`src/rtl/motion_bbox_detector.sv`:
```
// Frame-difference motion detector: thresholds |Y_cur - Y_prev| into a mask stream
// and publishes the per-frame bounding box and motion-pixel count at frame end.
//
// state  | meaning
// IDLE   | after reset, waiting for the first v_sync rise; nothing accumulated
// ACCUM  | folding in-range motion pixels into box and count
// LATCH  | one cycle: publish accumulators, pulse frame_done, re-initialise
module motion_bbox_detector #(
  parameter int H_ACTIVE   = 640,
  parameter int V_ACTIVE   = 480,
  parameter int MIN_PIXELS = 64
) (
  input  logic        clk,
  input  logic        rst_n,
  input  logic [7:0]  i_y_8b,
  input  logic [7:0]  i_prev_y_8b,
  input  logic [7:0]  i_threshold_8b,
  input  logic        i_h_sync,
  input  logic        i_v_sync,
  input  logic        i_data_en,
  output logic        o_motion,
  output logic        o_h_sync,
  output logic        o_v_sync,
  output logic        o_data_en,
  output logic [9:0]  o_box_x_min,
  output logic [9:0]  o_box_x_max,
  output logic [9:0]  o_box_y_min,
  output logic [9:0]  o_box_y_max,
  output logic [18:0] o_motion_cnt,
  output logic        o_box_valid,
  output logic        o_frame_done
);

  localparam logic [10:0] COL_LIM  = 11'(H_ACTIVE);
  localparam logic [10:0] ROW_LIM  = 11'(V_ACTIVE);
  localparam logic [19:0] MIN_CNT  = 20'(MIN_PIXELS);
  localparam logic [9:0]  POS_MAX  = 10'h3FF;
  localparam logic [18:0] CNT_MAX  = 19'h7FFFF;

  typedef enum logic [1:0] {
    ST_IDLE  = 2'd0,
    ST_ACCUM = 2'd1,
    ST_LATCH = 2'd2
  } state_t;

  // input-side edge detection, position counters and frame threshold
  logic       vs_in_q, vs_in_d;
  logic       de_in_q, de_in_d;
  logic [9:0] col_q, col_d;
  logic [9:0] row_q, row_d;
  logic [7:0] thr_q, thr_d;

  // stage 1
  logic [7:0] s1_diff_q, s1_diff_d;
  logic       s1_hs_q, s1_hs_d;
  logic       s1_vs_q, s1_vs_d;
  logic       s1_de_q, s1_de_d;
  logic [9:0] s1_col_q, s1_col_d;
  logic [9:0] s1_row_q, s1_row_d;
  logic       s1_inside_q, s1_inside_d;

  // stage 2
  logic       motion_q, motion_d;
  logic       s2_hs_q, s2_hs_d;
  logic       s2_vs_q, s2_vs_d;
  logic       s2_de_q, s2_de_d;
  logic [9:0] s2_col_q, s2_col_d;
  logic [9:0] s2_row_q, s2_row_d;
  logic       s2_inside_q, s2_inside_d;

  logic              vs_rise_in;
  logic              de_fall_in;
  logic signed [8:0] diff_s;
  logic signed [8:0] diff_abs;

  always_comb begin
    vs_rise_in = i_v_sync & ~vs_in_q;
    de_fall_in = ~i_data_en & de_in_q;

    vs_in_d = i_v_sync;
    de_in_d = i_data_en;

    // v_sync rise wins over a coincident end-of-line
    col_d = col_q;
    row_d = row_q;
    if (vs_rise_in) begin
      col_d = '0;
      row_d = '0;
    end else if (de_fall_in) begin
      col_d = '0;
      if (row_q != POS_MAX) row_d = row_q + 10'd1;
    end else if (i_data_en && (col_q != POS_MAX)) begin
      col_d = col_q + 10'd1;
    end

    thr_d = vs_rise_in ? i_threshold_8b : thr_q;

    diff_s   = $signed({1'b0, i_y_8b}) - $signed({1'b0, i_prev_y_8b});
    diff_abs = diff_s[8] ? -diff_s : diff_s;

    s1_diff_d   = diff_abs[7:0];
    s1_hs_d     = i_h_sync;
    s1_vs_d     = i_v_sync;
    s1_de_d     = i_data_en;
    s1_col_d    = col_q;
    s1_row_d    = row_q;
    s1_inside_d = i_data_en & ({1'b0, col_q} < COL_LIM) & ({1'b0, row_q} < ROW_LIM);

    motion_d    = s1_de_q & (s1_diff_q > thr_q);
    s2_hs_d     = s1_hs_q;
    s2_vs_d     = s1_vs_q;
    s2_de_d     = s1_de_q;
    s2_col_d    = s1_col_q;
    s2_row_d    = s1_row_q;
    s2_inside_d = s1_inside_q;
  end

  always_ff @(posedge clk or negedge rst_n) begin
    if (!rst_n) begin
      vs_in_q     <= 1'b0;
      de_in_q     <= 1'b0;
      col_q       <= '0;
      row_q       <= '0;
      thr_q       <= '0;
      s1_diff_q   <= '0;
      s1_hs_q     <= 1'b0;
      s1_vs_q     <= 1'b0;
      s1_de_q     <= 1'b0;
      s1_col_q    <= '0;
      s1_row_q    <= '0;
      s1_inside_q <= 1'b0;
      motion_q    <= 1'b0;
      s2_hs_q     <= 1'b0;
      s2_vs_q     <= 1'b0;
      s2_de_q     <= 1'b0;
      s2_col_q    <= '0;
      s2_row_q    <= '0;
      s2_inside_q <= 1'b0;
    end else begin
      vs_in_q     <= vs_in_d;
      de_in_q     <= de_in_d;
      col_q       <= col_d;
      row_q       <= row_d;
      thr_q       <= thr_d;
      s1_diff_q   <= s1_diff_d;
      s1_hs_q     <= s1_hs_d;
      s1_vs_q     <= s1_vs_d;
      s1_de_q     <= s1_de_d;
      s1_col_q    <= s1_col_d;
      s1_row_q    <= s1_row_d;
      s1_inside_q <= s1_inside_d;
      motion_q    <= motion_d;
      s2_hs_q     <= s2_hs_d;
      s2_vs_q     <= s2_vs_d;
      s2_de_q     <= s2_de_d;
      s2_col_q    <= s2_col_d;
      s2_row_q    <= s2_row_d;
      s2_inside_q <= s2_inside_d;
    end
  end

  // Frame end is taken from the stage-1/stage-2 v_sync pair so it trails the pixel path
  logic vs_rise_pipe;
  logic acc_hit;
  logic frame_valid;

  assign vs_rise_pipe = s1_vs_q & ~s2_vs_q;
  assign acc_hit      = motion_q & s2_inside_q;

  state_t      state_q;
  logic [9:0]  x_min_q, x_max_q, y_min_q, y_max_q;
  logic [18:0] cnt_q;
  logic [9:0]  box_x_min_q, box_x_max_q, box_y_min_q, box_y_max_q;
  logic [18:0] motion_cnt_q;
  logic        box_valid_q;
  logic        frame_done_q;

  assign frame_valid = ({1'b0, cnt_q} >= MIN_CNT);

  always_ff @(posedge clk or negedge rst_n) begin
    if (!rst_n) begin
      state_q      <= ST_IDLE;
      x_min_q      <= POS_MAX;
      x_max_q      <= '0;
      y_min_q      <= POS_MAX;
      y_max_q      <= '0;
      cnt_q        <= '0;
      box_x_min_q  <= '0;
      box_x_max_q  <= '0;
      box_y_min_q  <= '0;
      box_y_max_q  <= '0;
      motion_cnt_q <= '0;
      box_valid_q  <= 1'b0;
      frame_done_q <= 1'b0;
    end else begin
      frame_done_q <= 1'b0;
      case (state_q)
        ST_IDLE: begin
          if (vs_rise_pipe) state_q <= ST_ACCUM;
        end
        ST_ACCUM: begin
          if (acc_hit) begin
            if (s2_col_q < x_min_q) x_min_q <= s2_col_q;
            if (s2_col_q > x_max_q) x_max_q <= s2_col_q;
            if (s2_row_q < y_min_q) y_min_q <= s2_row_q;
            if (s2_row_q > y_max_q) y_max_q <= s2_row_q;
            if (cnt_q != CNT_MAX)   cnt_q   <= cnt_q + 19'd1;
          end
          if (vs_rise_pipe) state_q <= ST_LATCH;
        end
        ST_LATCH: begin
          // any pixel reaching stage 2 now is dropped, not carried into the next frame
          box_x_min_q  <= frame_valid ? x_min_q : '0;
          box_x_max_q  <= frame_valid ? x_max_q : '0;
          box_y_min_q  <= frame_valid ? y_min_q : '0;
          box_y_max_q  <= frame_valid ? y_max_q : '0;
          motion_cnt_q <= cnt_q;
          box_valid_q  <= frame_valid;
          frame_done_q <= 1'b1;
          x_min_q      <= POS_MAX;
          x_max_q      <= '0;
          y_min_q      <= POS_MAX;
          y_max_q      <= '0;
          cnt_q        <= '0;
          state_q      <= ST_ACCUM;
        end
        default: state_q <= ST_IDLE;
      endcase
    end
  end

  assign o_motion     = motion_q;
  assign o_h_sync     = s2_hs_q;
  assign o_v_sync     = s2_vs_q;
  assign o_data_en    = s2_de_q;
  assign o_box_x_min  = box_x_min_q;
  assign o_box_x_max  = box_x_max_q;
  assign o_box_y_min  = box_y_min_q;
  assign o_box_y_max  = box_y_max_q;
  assign o_motion_cnt = motion_cnt_q;
  assign o_box_valid  = box_valid_q;
  assign o_frame_done = frame_done_q;

endmodule

```
`config.mk`:
```
export PLATFORM = sky130hd
export DESIGN_NAME = motion_bbox_detector
export DESIGN_NICKNAME = d
export VERILOG_FILES = /design/src/rtl/motion_bbox_detector.sv
export SDC_FILE = /design/constraint.sdc
export NUM_CORES = 1
export LEC_CHECK = 0
export BUFFER_PORTS_ARGS = -buffer_cell sky130_fd_sc_hd__clkbuf_2
export CORE_ASPECT_RATIO = 1.5
export CORE_UTILIZATION = 53
export CTS_BUF_LIST = sky130_fd_sc_hd__clkbuf_16
export CTS_CLUSTER_SIZE = 24
export DETAILED_ROUTE_END_ITERATION = 8
export PLACE_DENSITY = 0.8
export RECOVER_POWER = 25
export SYNTH_ARGS = -nofsm -noshare
export SYNTH_HDL_FRONTEND = slang
export SYNTH_SLANG_ARGS = --single-unit
```
`constraint.sdc`:
```
create_clock -name clk -period 1.9 [get_ports clk]
set_clock_uncertainty 0.1 [all_clocks]
set_input_delay 0.285 -clock clk [delete_from_list [all_inputs] [get_ports clk]]
set_output_delay 0.285 -clock clk [all_outputs]
set_load 0.03 [all_outputs]
```
# After elaboration in Yosys (flattened, before gate mapping)
# Index checks and enable logic that the tools add are counted.
op_classes:
  n_bitwise: 10
  eq_ne: 13
  n_reduce_logical: 13
  n_mux: 30
  add_sub_neg: 5
  n_lt_le_gt_ge: 8
ops:
  columns: ["op", "n"]
  rows:
  - ["$mux W10", 18]
  - ["$pmux W10 S2", 4]
  - ["$mux W19", 2]
  - ["$pmux W19 S2", 1]
  - ["$add A10 B1 Y10 const B", 2]
  - ["$gt A10 B10 Y1", 2]
  - ["$lt A10 B10 Y1", 2]
  - ["$ne A10 B10 Y1 const B", 2]
  - ["$add A19 B1 Y19 const B", 1]
  - ["$ge A19 B7 Y1 const B", 1]
  - ["$ne A19 B19 Y1 const B", 1]
  - ["$ne A2 B2 Y1 const B", 8]
  - ["$reduce_and A3 Y1", 5]
  - ["$lt A10 B10 Y1 const B", 1]
  - ["$lt A10 B9 Y1 const B", 1]
  - ["$sub A8 B8 Y9", 1]
  - ["$gt A8 B8 Y1", 1]
  - ["$mux W8", 1]
  - ["$neg A8 Y8", 1]
  - ["$and A1 B1 Y1", 7]
  - ["$pmux W2 S3", 1]
  - ["$reduce_bool A2 Y1", 3]
  - ["$mux W2", 2]
  - ["$reduce_and A2 Y1", 2]
  - ["7 further kinds", 9]
word_totals:
  output_inout_bits: 65
  elab_cells: 109
  input_bits: 29
  ff_bits: 207

# Longest topological paths before layout
# Gate-level depths: netlist of the first run.
depth:
  depth_word: 5
  ltp_mapped: 10

# Least setup slack after synthesis of the first run
# No wires, ideal clock.
synth_timing:
  path_kind: "input-to-reg"
  start: "input port i_y_8b[0]"
  end: "register s1_diff_q[1]"
  setup_slack_ns: -0.326
  arrival_ns: 2.001
  t_required_ns: 1.675
  cell_stages: 9
  setup_time_ns: 0.125
  path_cell_list: "inv_1 -> ha_1 -> inv_1 -> fa_1 -> a211oi_1 -> o21ai_0 -> a21o_1 -> a21o_1 -> mux2_2"
synth_between:
  elab_chain_cells: 3
synth_lines:
  columns: ["element", "line_no", "source"]
  rows:
  - ["start, declared", "15", "input logic [7:0] i_y_8b,"]
  - ["$sub A8 B8 Y9 (*)", "98", "diff_s = $signed({1'b0, i_y_8b}) - $signed({1'b0, i_prev_y_8b});"]
  - ["$neg A8 Y8", "99", "diff_abs = diff_s[8] ? -diff_s : diff_s;"]
  - ["$mux W8 (*)", "99", null]
  - ["net diff_abs[1]", "74", "logic signed [8:0] diff_abs;"]
  - ["end signal, assigned", "145", "s1_diff_q <= s1_diff_d;"]
  - ["end, declared", "54", "logic [7:0] s1_diff_q, s1_diff_d;"]
# The timed path passes the listed nets; every way through them passes the cells marked *.
# A chain may end at the register's enable or synchronous reset.

# Worst setup path after layout of the first run
layout_timing:
  start: "register x_min_q[7]"
  end: "register x_min_q[5]"
layout_between:
  elab_chain_cells: 3
layout_lines:
  columns: ["element", "line_no", "source"]
  rows:
  - ["start, declared", "171", "logic [9:0] x_min_q, x_max_q, y_min_q, y_max_q;"]
  - ["start signal, assigned", "203", "if (s2_col_q < x_min_q) x_min_q <= s2_col_q;"]
  - ["$lt A10 B10 Y1", "203", null]
  - ["$ne A2 B2 Y1 (no line)", null, null]
  - ["$reduce_and A3 Y1 (no line)", null, null]
# No other way between the ends.

==> results.env, run 1 <==
MET2_LENGTH_UM=11700
FILLER_CELL_COUNT=1190
SYNTH_EDF_COUNT=0
TIMING.MAX_CAP.VIOLATIONS=0
SLEW_HEADROOM_PCT=1.35
ANTENNA-DIODE-COUNT=0
VIOLATIONS='negative setup slack'
MAX_FREQ_MHz=470
CTS-BUFFERS-INSERTED=19
CP.ARRIVAL_NS=2.42
SYN-CELL-AREA_UM2=9380
WORST_SETUP_HOLD_PATH_CLK_SLEW_NS=0.07
OUTCOME='finished, violations left'
FINAL.SETUP.WORST_SLACK_NS=-0.226
MET3ROUTEDLENGTH_UM=727
CLK_LATENCY_NS=0.48
TIMING_WORST_SLEW_PIN_VALUE_NS=1.48
POWER.CLOCK.FRACTION_PCT=29.6
VDD_IR_DROP_MAX_mV=0.916
GRT_PASS1_WL_UM=34200
SYNTH_CELL_TYPE_COUNT=59
LAYOUT.NETS=1155
POWERDENSITY_nW_PER_UM2=1020
CRITICAL_PATH_PEAK_FANOUT=4
ROW_COUNT=59
SYNTHESIS.INSTANCES=851
POWER_SWITCHING_SHARE_PCT=29.7
SYNTH.LARGEST_AREA_CELL='sky130_fd_sc_hd__dfrtp_1'
STDCELL_COUNT=1291
PWR-SHARE-SEQ_PCT=44.4
FINALPOWER_W=0.0124
FINALCRITICALPERIOD_NS=2.13
FIRST_GLOBAL_VIAS=7347
SYNTH-ASYNC-RESET-RATIO_PCT=100
WORSTSETUPENDPOINTTYPE='flip-flop'
GRT_ANTENNA_BEFORE_REPAIR=0
BOUNDARYPINS=94
DIE_HEIGHT_UM=165
CRIT_REQUIRED_NS=2.20
POWER_SWITCHING_W=0.00368
RSZ0062_AT_GRT='true'
ROOT_BUFFER='sky130_fd_sc_hd__clkbuf_16'
SYNTH_SEQUENTIAL_AREA_RATIO_PCT=55.5
CLOCK_TREE.HTREE_LEVEL_COUNT=1
ROUTE.FINAL.WIRE_LENGTH_UM=21000
INTERNAL_POWER_W=0.00871
WL_PER_CELL_UM=16.3
DRTPASS1ITERATIONS=4
WORSTHOLDPATHTYPE='in -> reg'
DIE-WIDTH_UM=111
PATH_CLASS='reg -> reg'
MEAN_NUMBER_OF_VIAS_PER_CELL=5.42
AVGSYNTHCELLAREA_UM2=11.0
FINAL-HOLD-VIOLATION-COUNT=0
POST-PLACE-CELLS=1237
MAX-CLOCK-PATH-BUFFERS=3
DETAILROUTE.VIA_COUNT=7003
PLACEMENT.IO_BUFFERS=93
CORE_AREA_UM2=17300
DESIGN.DIE.AREA_UM2=18200
GRT.TOTAL_USAGE_PCT=23.0
DRT-MET1-WL_UM=8000
DRIVE_ABOVE_1_SHARE_PCT=31.0
SHARE_COMB_OF_TOTAL_POWER_PCT=25.9
PLACE.DETAILED.HPWL_UM=14200
ANTENNA_VIOLATING_NETS_POST_ROUTE=0
CTS_TREE='done'
SYNTHESIZED_NETLIST_NET_COUNT=940
SYNTH.FF_LATCH_COUNT=207
SYNTH_TOP_CELL_AREA_SHARE_PCT=49.9
GP_CONGESTION=0.822
AREA_GROWTH_SYN_TO_LAYOUT_PCT=29.3
CLOCK_SINK_COUNT=207
SYNTH_FF_TYPE='sky130_fd_sc_hd__dfrtp_1'
GRT_START_MAX_NET_PINS=67
FRACTION_OF_THE_CYCLE_THE_FINAL_WORST_PATH_NEEDS_PCT=112
SLEW_VIOL_FINAL=0
DRT_ITER0_MARKERS=304
YOSYS_WARNINGS=0
SETUP_VIOL=49
YOSYS-TOP-CELLS-AREA='sky130_fd_sc_hd__dfrtp_1, sky130_fd_sc_hd__ha_1, sky130_fd_sc_hd__dfstp_2'
MAXUSEDROUTINGLAYER='met4'
GLOBALROUTE.TOTALOVERFLOW=0
TOTAL_LEAKAGE_POWER_nW=6.27
DRT_DRC_VIOLATIONS_LEFT=0
LAUNCHING_ELEMENT_TYPE_OF_THE_CRITICAL_PATH='flip-flop'
INITIAL_CORE_UTILIZATION_PCT=54.1
-- critical path, cell delays in order, from the launching register on --
cell                       delay [ns]
sky130_fd_sc_hd__dfstp_2         0.53
sky130_fd_sc_hd__inv_1           0.07
sky130_fd_sc_hd__ha_4            0.22
sky130_fd_sc_hd__a21o_1          0.16
sky130_fd_sc_hd__a21o_1          0.19
sky130_fd_sc_hd__a211oi_2        0.28
sky130_fd_sc_hd__o31ai_4         0.16
sky130_fd_sc_hd__buf_6           0.16
sky130_fd_sc_hd__mux2i_1         0.17
-- per-stage QoR --
step	instance area, um^2	TNS [ns]	util (%)	setup slack, ns	hold WS (ns)
global placement	10900	-6.04	63.1	-0.350	0.188
floorplan	9430	-0.952	-	-0.0788	-0.111
global route	12100	-22.58	69.9	-0.308	0.0188
finish	12100	-4.39	69.9	-0.226	0.0110
detailed placement	10900	-7.95	63.1	-0.415	0.185
CTS	11900	-2.36	68.6	-0.195	0.00482
-- repair_timing --
| action | CTS | global route |
|---|---|---|
| pin swaps | 25 | 27 |
| hold endpoints to repair | 54 | 0 |
| buffers inserted | 6 | 3 |
| resized for setup | 34 | 52 |
| gates cloned | 1 | 0 |
| setup endpoints to repair | 80 | 97 |
| hold buffers | 11 | 0 |
-- path summary, 6_finish.rpt --
check / slack [ns] / to / from / cells past startpoint
max: -0.23 / x_min_q[5] / x_min_q[7] / 8
min: 0.01 / s1_diff_q[0] / i_prev_y_8b[0] / 3
max reg2reg: -0.23 / x_min_q[5] / x_min_q[7] / 8
min reg2reg: 0.25 / s2_col_q[2] / s1_col_q[2] / 0
max in group asynchronous: 0.07 / y_min_q[5] / rst_n / 3
min in group asynchronous: 0.60 / o_box_x_min[4] / rst_n / 2
-- cell type report --
type                    instances  area, um^2  area share (%)
well taps                     213         267            2.20
repair buffers                221        1550            12.8
flip-flops and latches        207        5210            42.9
clock inverters                14         115           0.949
multi-input cells             528        4170            34.4
inverters                      89         347            2.86
clock buffers                  19         475            3.92
-- power by group through the flow --
stage | combinational (W) | sequential (W) | clock [W]
2_1_floorplan | 0.00164 | 0.00555 | 0
3_3_place_gp | 0.00273 | 0.00551 | 0
3_5_place_dp | 0.00285 | 0.00555 | 0
4_1_cts | 0.00307 | 0.00550 | 0.00374
5_1_grt | 0.00359 | 0.00556 | 0.00391
6_report | 0.00322 | 0.00551 | 0.00367
-- synthesized netlist by cell type (all sizes together), types with 9 or more instances --
library cell  count
a21oi            22
dfstp            20
xor2             14
xnor2            26
nand4            13
inv              89
clkbuf           15
nand2            91
nor4              9
buf              12
ha               59
mux2i            37
dfrtp           187
nor2b            10
a22o             41
nor2             67
o21ai            30
nor3             11
nand3            18
a21o             17
-- cell families after synthesis --
logic type	after synthesis	synth area share (%)
AOI/OAI and AO/OA	140	10.7
DFF	207	55.5
muxes	41	4.47
adders and majority gates	60	8.08
and+or+nand+nor	247	12.6
buffers and inverters	116	5.00
xor gates and xnor gates	40	3.73
-- metal layers --
layer  vias to the layer above  track usage, %
li1                       3310               -
met1                      3487            25.4
met2                       158            45.1
met3                        48            2.68
met4                         0            8.24
met5                         -               0
-- placed cells by master (no fill, tap or decap), types with 4 or more instances in the layout --
master                          count
sky130_fd_sc_hd__a21o_1            17
sky130_fd_sc_hd__nand2_1           89
sky130_fd_sc_hd__nor2b_1            7
sky130_fd_sc_hd__ha_4              13
sky130_fd_sc_hd__inv_2              8
sky130_fd_sc_hd__nor3_1             6
sky130_fd_sc_hd__clkbuf_16         19
sky130_fd_sc_hd__clkinv_2           5
sky130_fd_sc_hd__buf_6              7
sky130_fd_sc_hd__o211ai_1           6
sky130_fd_sc_hd__clkbuf_1           7
sky130_fd_sc_hd__and3_1             6
sky130_fd_sc_hd__dfrtp_1          186
sky130_fd_sc_hd__a21oi_1           18
sky130_fd_sc_hd__nor4_1             4
sky130_fd_sc_hd__dfstp_2           20
sky130_fd_sc_hd__mux2i_2            4
sky130_fd_sc_hd__ha_1              46
sky130_fd_sc_hd__o21ai_2            6
sky130_fd_sc_hd__buf_4             99
sky130_fd_sc_hd__nand3_1           12
sky130_fd_sc_hd__dlygate4sd3_1     11
sky130_fd_sc_hd__nor2_1            65
sky130_fd_sc_hd__nand4_1           13
sky130_fd_sc_hd__clkbuf_2          90
sky130_fd_sc_hd__buf_12             7
sky130_fd_sc_hd__a21oi_2            4
sky130_fd_sc_hd__nand2b_1           4
sky130_fd_sc_hd__o21ai_0           22
sky130_fd_sc_hd__o21a_1             4
sky130_fd_sc_hd__inv_1             86
sky130_fd_sc_hd__mux2i_1           33
sky130_fd_sc_hd__xnor2_1           26
sky130_fd_sc_hd__xor2_1            14
sky130_fd_sc_hd__a22o_1            41
sky130_fd_sc_hd__nand3_2            4
Power figures use the tool's default switching activity.
==> run 2, diff against run 1 <==
--- a/config.mk
+++ b/config.mk
@@ -13,6 +13,7 @@
 export DETAILED_ROUTE_END_ITERATION = 8
 export PLACE_DENSITY = 0.8
 export RECOVER_POWER = 25
+export SKIP_LAST_GASP = 1
 export SYNTH_ARGS = -nofsm -noshare
 export SYNTH_HDL_FRONTEND = slang
 export SYNTH_SLANG_ARGS = --single-unit
==> run 2 against run 1 <==
Compared with the run above:
- the flow still finishes with violations (negative setup slack)
- worst setup slack worse by 0.0039 ns
- register-to-register slack barely moved
- cell count increased by 0.31%
- flip-flop and latch count unchanged
- die area unchanged
- hold slack about the same
- non-clock buffer count rose by 4
- sequential power about the same
- critical endpoint unchanged
- first-iteration DRC count grew 13%
- design area hardly changed
==> results.env, run 2 (synthesis gave the netlist of run 1 again) <==
FRACTION_OF_THE_CYCLE_THE_FINAL_WORST_PATH_NEEDS_PCT=112  # about the same
BOUNDARYPINS=94  # unchanged
DETAILROUTE.VIA_COUNT=7086  # was 7003
OUTCOME='finished, violations left'  # unchanged
MAX_FREQ_MHz=470  # about the same
FINALPOWER_W=0.0124  # about the same
WORSTSETUPENDPOINTTYPE='flip-flop'  # unchanged
POST-PLACE-CELLS=1237  # unchanged
POWER_SWITCHING_SHARE_PCT=29.7  # about the same
ANTENNA_VIOLATING_NETS_POST_ROUTE=0  # unchanged
WL_PER_CELL_UM=16.5  # was 16.3 um
CTS_TREE='done'  # unchanged
SLEW_VIOL_FINAL=0  # unchanged
FINALCRITICALPERIOD_NS=2.13  # about the same
POWER_SWITCHING_W=0.00369  # was 0.00368 W
POWER.CLOCK.FRACTION_PCT=29.5  # was 29.6%
DRT_ITER0_MARKERS=345  # was 304
POST_DP_CELL_AREA_UM2=10900  # unchanged
VDD_IR_DROP_MAX_mV=0.917  # was 0.916 mV
PLACE.DETAILED.HPWL_UM=14200  # unchanged
LAYOUT_COMMONEST_CELL='sky130_fd_sc_hd__dfrtp_1'  # unchanged
PLACEMENT.IO_BUFFERS=93  # unchanged
PATH_CLASS='reg -> reg'  # unchanged
DESIGN_AREA_UM2=12100  # about the same
CRITICAL_PATH_PEAK_FANOUT=4  # unchanged
RSZ0062_AT_GRT='true'  # unchanged
WORSTHOLDPATHTYPE='in -> reg'  # unchanged
ANTENNA-DIODE-COUNT=0  # unchanged
LAUNCHING_ELEMENT_TYPE_OF_THE_CRITICAL_PATH='flip-flop'  # unchanged
INITIAL_CORE_UTILIZATION_PCT=54.1  # unchanged
MAX-CLOCK-PATH-BUFFERS=3  # unchanged
TIMING.MAX_CAP.VIOLATIONS=0  # unchanged
SHARE_COMB_OF_TOTAL_POWER_PCT=26.1  # was 25.9%
CRIT_REQUIRED_NS=2.20  # about the same
INTERNAL_POWER_W=0.00873  # was 0.00871 W
WORSTHOLDPATHCELLS=3  # unchanged
CTS-BUFFERS-INSERTED=19  # unchanged
ROW_COUNT=59  # unchanged
ROUTE.FINAL.WIRE_LENGTH_UM=21300  # was 21000 um
POWERDENSITY_nW_PER_UM2=1020  # about the same
DESIGN.DIE.AREA_UM2=18200  # unchanged
GRT_PASS1_WL_UM=34300  # was 34200 um
SETUP_VIOL=52  # was 49
R2R_SETUP_SLACK_NS=-0.23  # about the same
GRT_START_MAX_NET_PINS=67  # unchanged
REG2REG_DEPTH=8  # unchanged
CORE_AREA_UM2=17300  # unchanged
WORST_SETUP_HOLD_PATH_CLK_SLEW_NS=0.07  # about the same
AREA_GROWTH_SYN_TO_LAYOUT_PCT=29.4  # was 29.3%
TIMING_WORST_SLEW_PIN_VALUE_NS=1.47  # was 1.48 ns
STDCELL_COUNT=1295  # was 1291
LAYOUT.NETS=1159  # was 1155
GP_CONGESTION=0.822  # unchanged
MOSTFREQUENTLAYOUTCELLS='sky130_fd_sc_hd__dfrtp_1, sky130_fd_sc_hd__buf_4, sky130_fd_sc_hd__clkbuf_2'  # unchanged
DRIVE_ABOVE_1_SHARE_PCT=30.8  # was 31.0%
SLEW_HEADROOM_PCT=1.76  # was 1.35%
FIRST_GLOBAL_VIAS=7362  # was 7347
DRT_DRC_VIOLATIONS_LEFT=0  # unchanged
CLOCK_SINK_COUNT=207  # unchanged
CLK_LATENCY_NS=0.48  # about the same
WHS_NS=0.0110  # about the same
TOTAL_LEAKAGE_POWER_nW=6.30  # was 6.27 nW
GLOBALROUTE.TOTALOVERFLOW=0  # unchanged
DRTPASS1ITERATIONS=4  # unchanged
DIE-WIDTH_UM=111  # unchanged
DIE_HEIGHT_UM=165  # unchanged
CP.ARRIVAL_NS=2.43  # was 2.42 ns
FINAL-HOLD-VIOLATION-COUNT=0  # unchanged
VIOLATIONS='negative setup slack'  # unchanged
ROOT_BUFFER='sky130_fd_sc_hd__clkbuf_16'  # unchanged
GRT_ANTENNA_BEFORE_REPAIR=0  # unchanged
CLOCK_TREE.HTREE_LEVEL_COUNT=1  # unchanged
FINAL.SETUP.WORST_SLACK_NS=-0.229  # was -0.226 ns
MEAN_NUMBER_OF_VIAS_PER_CELL=5.47  # was 5.42
GRT.TOTAL_USAGE_PCT=23.0  # about the same
PWR-SHARE-SEQ_PCT=44.4  # about the same
## run 2: path summary, 6_finish.rpt
path,start,endpoint
hold reg to reg,s1_col_q[2],s2_col_q[2]
min in group asynchronous,rst_n,o_box_x_min[4]
setup / recovery,x_min_q[7],x_min_q[5]
max in group asynchronous,rst_n,y_min_q[9]
setup reg to reg,x_min_q[7],x_min_q[5]
hold / removal,i_prev_y_8b[0],s1_diff_q[0]
## run 2: through the flow
stage	util, %	TNS (ns)	worst slack, ns
3_5_place_dp	63.1	-7.95	-0.415
5_1_grt	70.0	-23.54	-0.308
3_3_place_gp	63.1	-6.04	-0.350
6_report	70.0	-4.84	-0.229
4_1_cts	68.6	-2.38	-0.195
2_1_floorplan	-	-0.952	-0.0788
## run 2: cell type report
type	count	area [um^2]
clock buffers	19	475
clock inverters	14	115
fillers	1194	5210
inverters	89	347
multi-input cells	528	4140
flip-flops and latches	207	5210
well taps	213	267
repair buffers	225	1590
## run 2: metal layers
layer	GRT usage, %	share of wire (%)	vias up	routed length (um)
met2	45.0	55	186	11700
li1	-	-	3317	-
met3	2.68	3.7	56	797
met1	25.3	38	3527	8090
met5	0	0	-	0
met4	8.67	3.4	0	734
## run 2: power groups by stage
stage / Sequential, W / Clock, W / Combinational (W)
2_1_floorplan: 0.00555 / 0 / 0.00164
3_3_place_gp: 0.00551 / 0 / 0.00273
3_5_place_dp: 0.00555 / 0 / 0.00285
4_1_cts: 0.00550 / 0.00374 / 0.00307
5_1_grt: 0.00556 / 0.00391 / 0.00362
6_report: 0.00551 / 0.00367 / 0.00325
## run 2: worst max-delay path: stages, from the launching register on
cell and delay (ns):
sky130_fd_sc_hd__dfstp_2 0.54, sky130_fd_sc_hd__inv_1 0.07, sky130_fd_sc_hd__ha_4 0.22, sky130_fd_sc_hd__a21o_1 0.16, sky130_fd_sc_hd__a21o_1 0.19, sky130_fd_sc_hd__a211oi_2 0.28
sky130_fd_sc_hd__o31ai_4 0.16, sky130_fd_sc_hd__buf_6 0.16, sky130_fd_sc_hd__mux2i_1 0.17
## run 2: repair_timing
action                                  in CTS  in global routing
pin swaps                                   25                 23
endpoints found under the hold margin       54                  0
endpoints found under the setup margin      80                 98
gates resized for setup                     33                 45
cloned                                       1                  0
buffers inserted                             6                  7
hold buffers                                11                  0
